## src/rtl/modexp_ctrl_sc.sv

```systemverilog
// Constant-time left-to-right square-and-multiply sequencer driving a modmult_sc multiplier.
// Optional macro MODEXP_PUBLIC_EARLY_EXIT_EN shortens runs whose exponent is labelled public.
module modexp_ctrl_sc #(
  parameter int unsigned MPWID  = 32,
  parameter int unsigned EXPWID = 32
) (
  input  logic              clk,
  input  logic              reset,
  input  logic              start,
  input  logic [MPWID-1:0]  base,
  input  logic [EXPWID-1:0] exponent,
  input  logic [MPWID-1:0]  modulus,
  input  logic              base_label,
  input  logic              exp_label,
  input  logic              modulus_label,
  output logic [MPWID-1:0]  result,
  output logic              result_label,
  output logic              busy,
  output logic              done,
  output logic              mm_ds,
  output logic [MPWID-1:0]  mm_mpand,
  output logic [MPWID-1:0]  mm_mplier,
  output logic [MPWID-1:0]  mm_modulus,
  output logic              mm_mpand_label,
  output logic              mm_mplier_label,
  output logic              mm_modulus_label,
  input  logic              mm_ready,
  input  logic [MPWID-1:0]  mm_product
);

  localparam int unsigned IDXW = (EXPWID > 1) ? $clog2(EXPWID) : 1;

  typedef enum logic [2:0] {
    IDLE      = 3'd0,
    SQ_ISSUE  = 3'd1,
    SQ_WAIT   = 3'd2,
    MUL_ISSUE = 3'd3,
    MUL_WAIT  = 3'd4,
    DONE      = 3'd5
  } state_t;

  state_t state_q, state_d;

  logic [MPWID-1:0]  base_q, base_d;
  logic [EXPWID-1:0] exp_q, exp_d;
  logic [MPWID-1:0]  mod_q, mod_d;
  logic              bl_q, bl_d, el_q, el_d, ml_q, ml_d;
  logic [MPWID-1:0]  acc_q, acc_d;
  logic              acc_label_q, acc_label_d;
  logic [IDXW-1:0]   idx_q, idx_d;

  logic [MPWID-1:0]  result_d;
  logic              result_label_d, busy_d, done_d, mm_ds_d;
  logic [MPWID-1:0]  mm_mpand_d, mm_mplier_d, mm_modulus_d;
  logic              mm_mpand_label_d, mm_mplier_label_d, mm_modulus_label_d;

`ifdef MODEXP_PUBLIC_EARLY_EXIT_EN
  function automatic logic [IDXW-1:0] msb_index(input logic [EXPWID-1:0] e);
    logic [IDXW-1:0] r;
    r = '0;
    for (int unsigned k = 0; k < EXPWID; k++) begin
      if (e[k]) r = IDXW'(k);
    end
    return r;
  endfunction
`endif

  // Next-state and next-output logic; every output is registered from these values.
  always_comb begin
    state_d            = state_q;
    base_d             = base_q;
    exp_d              = exp_q;
    mod_d              = mod_q;
    bl_d               = bl_q;
    el_d               = el_q;
    ml_d               = ml_q;
    acc_d              = acc_q;
    acc_label_d        = acc_label_q;
    idx_d              = idx_q;
    result_d           = result;
    result_label_d     = result_label;
    done_d             = 1'b0;
    mm_ds_d            = 1'b0;
    mm_mpand_d         = mm_mpand;
    mm_mplier_d        = mm_mplier;
    mm_modulus_d       = mm_modulus;
    mm_mpand_label_d   = mm_mpand_label;
    mm_mplier_label_d  = mm_mplier_label;
    mm_modulus_label_d = mm_modulus_label;

    case (state_q)
      IDLE: begin
        if (start) begin
          base_d      = base;
          exp_d       = exponent;
          mod_d       = modulus;
          bl_d        = base_label;
          el_d        = exp_label;
          ml_d        = modulus_label;
          acc_d       = MPWID'(1);
          acc_label_d = 1'b0;
          idx_d       = IDXW'(EXPWID - 1);
          state_d     = SQ_ISSUE;
`ifdef MODEXP_PUBLIC_EARLY_EXIT_EN
          if (!exp_label) begin
            if (exponent == '0) begin
              acc_d   = (modulus == MPWID'(1)) ? '0 : MPWID'(1);
              state_d = DONE;
            end else begin
              idx_d = msb_index(exponent);
            end
          end
`endif
        end
      end
      SQ_ISSUE: state_d = SQ_WAIT;
      SQ_WAIT: begin
        if (mm_ready) begin
          acc_d   = mm_product;
          state_d = MUL_ISSUE;
        end
      end
      MUL_ISSUE: state_d = MUL_WAIT;
      MUL_WAIT: begin
        if (mm_ready) begin
          // Exponent bit only steers a data mux; the control path is identical for 0 and 1.
          acc_d       = exp_q[idx_q] ? mm_product : acc_q;
          acc_label_d = bl_q | el_q | ml_q;
          if (idx_q == '0) begin
            state_d = DONE;
          end else begin
            idx_d   = idx_q - IDXW'(1);
            state_d = SQ_ISSUE;
          end
        end
      end
      DONE: state_d = IDLE;
      default: state_d = IDLE;
    endcase

    // Operands are loaded on entry to an issue state and held until the next issue.
    if (state_d == SQ_ISSUE) begin
      mm_ds_d            = 1'b1;
      mm_mpand_d         = acc_d;
      mm_mplier_d        = acc_d;
      mm_modulus_d       = mod_d;
      mm_mpand_label_d   = acc_label_d;
      mm_mplier_label_d  = acc_label_d;
      mm_modulus_label_d = ml_d;
    end else if (state_d == MUL_ISSUE) begin
      mm_ds_d            = 1'b1;
      mm_mpand_d         = acc_d;
      mm_mplier_d        = base_d;
      mm_modulus_d       = mod_d;
      mm_mpand_label_d   = acc_label_d;
      mm_mplier_label_d  = bl_d;
      mm_modulus_label_d = ml_d;
    end

    if (state_q == DONE) begin
      result_d       = acc_q;
      result_label_d = bl_q | el_q | ml_q;
      done_d         = 1'b1;
    end

    busy_d = (state_d != IDLE);
  end

  always_ff @(posedge clk or posedge reset) begin
    if (reset) begin
      state_q          <= IDLE;
      base_q           <= '0;
      exp_q            <= '0;
      mod_q            <= '0;
      bl_q             <= 1'b0;
      el_q             <= 1'b0;
      ml_q             <= 1'b0;
      acc_q            <= MPWID'(1);
      acc_label_q      <= 1'b0;
      idx_q            <= '0;
      result           <= '0;
      result_label     <= 1'b0;
      busy             <= 1'b0;
      done             <= 1'b0;
      mm_ds            <= 1'b0;
      mm_mpand         <= '0;
      mm_mplier        <= '0;
      mm_modulus       <= '0;
      mm_mpand_label   <= 1'b0;
      mm_mplier_label  <= 1'b0;
      mm_modulus_label <= 1'b0;
    end else begin
      state_q          <= state_d;
      base_q           <= base_d;
      exp_q            <= exp_d;
      mod_q            <= mod_d;
      bl_q             <= bl_d;
      el_q             <= el_d;
      ml_q             <= ml_d;
      acc_q            <= acc_d;
      acc_label_q      <= acc_label_d;
      idx_q            <= idx_d;
      result           <= result_d;
      result_label     <= result_label_d;
      busy             <= busy_d;
      done             <= done_d;
      mm_ds            <= mm_ds_d;
      mm_mpand         <= mm_mpand_d;
      mm_mplier        <= mm_mplier_d;
      mm_modulus       <= mm_modulus_d;
      mm_mpand_label   <= mm_mpand_label_d;
      mm_mplier_label  <= mm_mplier_label_d;
      mm_modulus_label <= mm_modulus_label_d;
    end
  end

endmodule
```

## config.mk

```make
export PLATFORM = sky130hd
export DESIGN_NAME = modexp_ctrl_sc
export DESIGN_NICKNAME = d
export VERILOG_FILES = /design/src/rtl/modexp_ctrl_sc.sv
export SDC_FILE = /design/constraint.sdc
export NUM_CORES = 1
export LEC_CHECK = 0
export BUFFER_PORTS_ARGS = -buffer_cell sky130_fd_sc_hd__buf_2
export CAP_MARGIN = 20
export CORE_ASPECT_RATIO = 1.4
export CORE_UTILIZATION = 45
export CTS_BUF_LIST = sky130_fd_sc_hd__clkbuf_8
export CTS_CLUSTER_DIAMETER = 60
export DETAILED_ROUTE_END_ITERATION = 16
export PLACE_DENSITY = 0.75
export RECOVER_POWER = 25
export SLEW_MARGIN = 25
export SYNTH_ARGS = -nofsm -noshare
export SYNTH_HDL_FRONTEND = slang
export SYNTH_SLANG_ARGS = --single-unit
```

## constraint.sdc

```tcl
create_clock -name clk -period 10.7 [get_ports clk]
set_input_delay 1.605 -clock clk [delete_from_list [all_inputs] [get_ports clk]]
set_output_delay 1.605 -clock clk [all_outputs]
set_load 0.03 [all_outputs]
```

==> key figures <==
Drt
  • Antenna Nets Post-Route: 0
  • Post-Route WL: 32.8 mm
  • Detailed Route Iter0 Violations: 466
  • Vias per Instance: 5.49
  • DR pass1 iterations: 5
  • WL/cell: 18.2 um
  • Routed vias: 9896
  • DR DRC count: 0

STA
  • Min Tclk post-route: 6.18 ns
  • Tightest Pin Transition: 5.13 ns
  • Final setup violation count: 0
  • Max Clock Freq: 162 MHz
  • Period utilization: 0.578
  • Unrepaired setup endpoints after global routing: false
  • Total Negative Setup Slacks: 0 ns
  • Final Hold Fails: 0
  • Fin. max-slew vios: 271
  • Slew HR: -2.44
  • Clk_skew: 0.0152 ns

Pwr
  • PwrDens: 340 nW/um^2
  • P_leak: 7.49 nW
  • Overall power: 4.94 mW
  • Max VDD drop: 0.000210 V

Final layout
  • Multi-input logic area: 4760 um^2
  • Final net count: 1582
  • Synth-to-Final Area Change: 20.0%
  • Layout cells sized above 1: 0.295
  • Reg area: 6880 um^2
  • # fillers: 2352

CTS
  • Total CTS buffers: 44
  • Clock Pin Slew Worst Setup and Hold Paths: 0.07 ns
  • CTS tree: yes
  • Post-CTS Setup Bufs: 0
  • Clk sinks: 275
  • CTS resizes: 0
  • Clock buffer depth: 3
  • Clock latency on the worst-skew pair: 0.55 ns
  • Root Buffer: clkbuf_8
  • H-tree levels: 2
  • Hold Buf Count CTS: 0

Floorplanning
  • DIE AREA: 27600 um^2
  • Core ar.: 26300 um^2
  • Starting Density: 0.461
  • Die height: 196 um
  • Row count: 70
  • Die width: 141 um
  • IO Pins: 270

Worst setup path
  • CP Capture Type: flip-flop
  • Worst r2r dst: mm_mplier_label
  • Critical path class: flip-flop to flip-flop
  • R2R Path Start: state_q[2]
  • Register-to-register setup slack: 4.52 ns
  • CP arrival: 6.65 ns
  • Required time worst endpoint: 11.17 ns
  • Crit path max fanout: 103
  • Worst-case reg-to-reg path depth: 6
  • Critical path launch point type: flip-flop

Yosys
  • Synth cell count leaders: nand2_1 (457), dfrtp_1 (274), nand4_1 (62), nor2_1 (44), clkbuf_1 (43)
  • Sequential area share after synthesis: 0.568
  • Mapped Avg Cell Area: 10.1 um^2
  • Number of synthesized register bits: 275
  • Synthesis warning total: 0
  • Distinct cells, synth: 57
  • Count of flip-flops with a built-in enable after synthesis: 0
  • Leading post-synthesis cells by cell area: dfrtp_1 (57%), nand2_1 (14%), mux2i_1 (3.5%)
  • Most common cell in the synthesized netlist: nand2_1
  • Syn Inst Count: 1200
  • Syn Std Cell Area: 12100 um^2
  • Synth async-reset ratio: 1.00
  • Syn Nets: 1337
  • Post-synth top area share: 0.566
  • Largest area contributor in the netlist: dfrtp_1
  • Main synth FF type: dfrtp_1

Status
  • Failing checks: capacitance limit, slew limit
  • Status: finished with violations

Global routing
  • Pin count of the biggest net entering global routing: 119
  • Gr usage total: 0.242
  • Vias in the first global route: 10200
  • First-pass GRT wire length: 52.4 mm
  • Initial antenna violation count: 2
  • Global route overflow: 0

Worst hold path
  • Start point of the worst hold path: result[15]
  • Min-Delay Endpoint: result[15]
  • Hold Crit Class: flip-flop to flip-flop
  • Worst Hold Depth: 2

Placement
  • Dpl hpwl: 20.4 mm
  • RePlAce Congestion: 0.787
  • I/O Buffers: 269

Job
  • Max-cap viol count: 3
==> metrics by stage <==
step	instance area [um^2]	std cells	setup slack, ns	utilization	hold WS (ns)
2_1_floorplan	12100	1200	1.52	-	0.436
3_3_place_gp	13500	1719	6.16	0.516	0.448
3_5_place_dp	13600	1722	6.50	0.518	0.453
4_1_cts	14500	1800	7.08	0.553	0.469
5_1_grt	14500	1802	3.75	0.553	0.480
6_report	14500	1802	4.52	0.553	0.465
==> power breakdown <==
group	switching [mW]	leakage, nW	internal (mW)	total [mW]
sequential	0.303	3.43	1.51	1.82
clock	0.413	0.521	0.509	0.922
combinational	1.43	3.54	0.779	2.21
total	2.14	7.49	2.80	4.94
==> logic make-up after synthesis <==
kind of cell,share of synthesized area
fa+ha+maj,0.00207
simple gates,0.221
compound gates,0.0875
xor+xnor,0.00145
mux,0.0775
buf+inv,0.0421
flops,0.568
==> state kept, by name (all words and copies together) (netlist names), 5 cells and up <==
name	flops
mm_mpand	32
base_q	32
mm_mplier	32
mm_modulus	32
acc_q	32
exp_q	32
result	32
idx_q	5
mod_q	32
==> area by class of cell <==
cell class,instances,share of cell area
clock buffers,58,0.0549
well taps,324,0.0279
inverters,7,0.00189
clock inverters,20,0.00792
diodes,1,0.000172
multi-input cells,830,0.328
repair buffers,287,0.106
flip-flops and latches,275,0.474
==> per-layer routing <==
metal | vias to the layer above | share of wire | GRT usage
met1 | 4805 | 0.39 | 0.290
met2 | 392 | 0.50 | 0.411
li1 | 4620 | - | -
met5 | - | 0 | 0
met4 | 0 | 0.040 | 0.119
met3 | 79 | 0.070 | 0.0515
==> how the worst max path moves through the flow <==
stage / start / endpoint / slack, ns / cells after the start
5_1_grt: state_q[2] / mm_mplier_label / 3.75 / 6
3_3_place_gp: start / mm_modulus[7] / 6.16 / 6
4_1_cts: start / mm_modulus[4] / 7.08 / 6
3_5_place_dp: start / mm_modulus[4] / 6.50 / 6
2_1_floorplan: reset / acc_label_q / 1.52 / 1
6_report: state_q[2] / mm_mplier_label / 4.52 / 6
==> worst max-delay path: stages (launching register included) <==
cell	delay [ns]
dfrtp_1	1.57
or4b_2	0.31
clkbuf_1	3.44
nand3_1	0.18
o21ai_0	0.33
mux2i_1	0.11
mux2i_1	0.15
==> layout by cell type, fill, tap and decap left out, drive strengths merged, types with 31 or more instances in the layout <==
cell type	n
a31oi	35
a41oi	31
buf	286
clkbuf	59
dfrtp	274
mux2	35
mux2i	42
nand2	457
nand4	62
nor2	44
o211ai	31
or3	34
No activity file was read; power rests on OpenSTA's default activity.
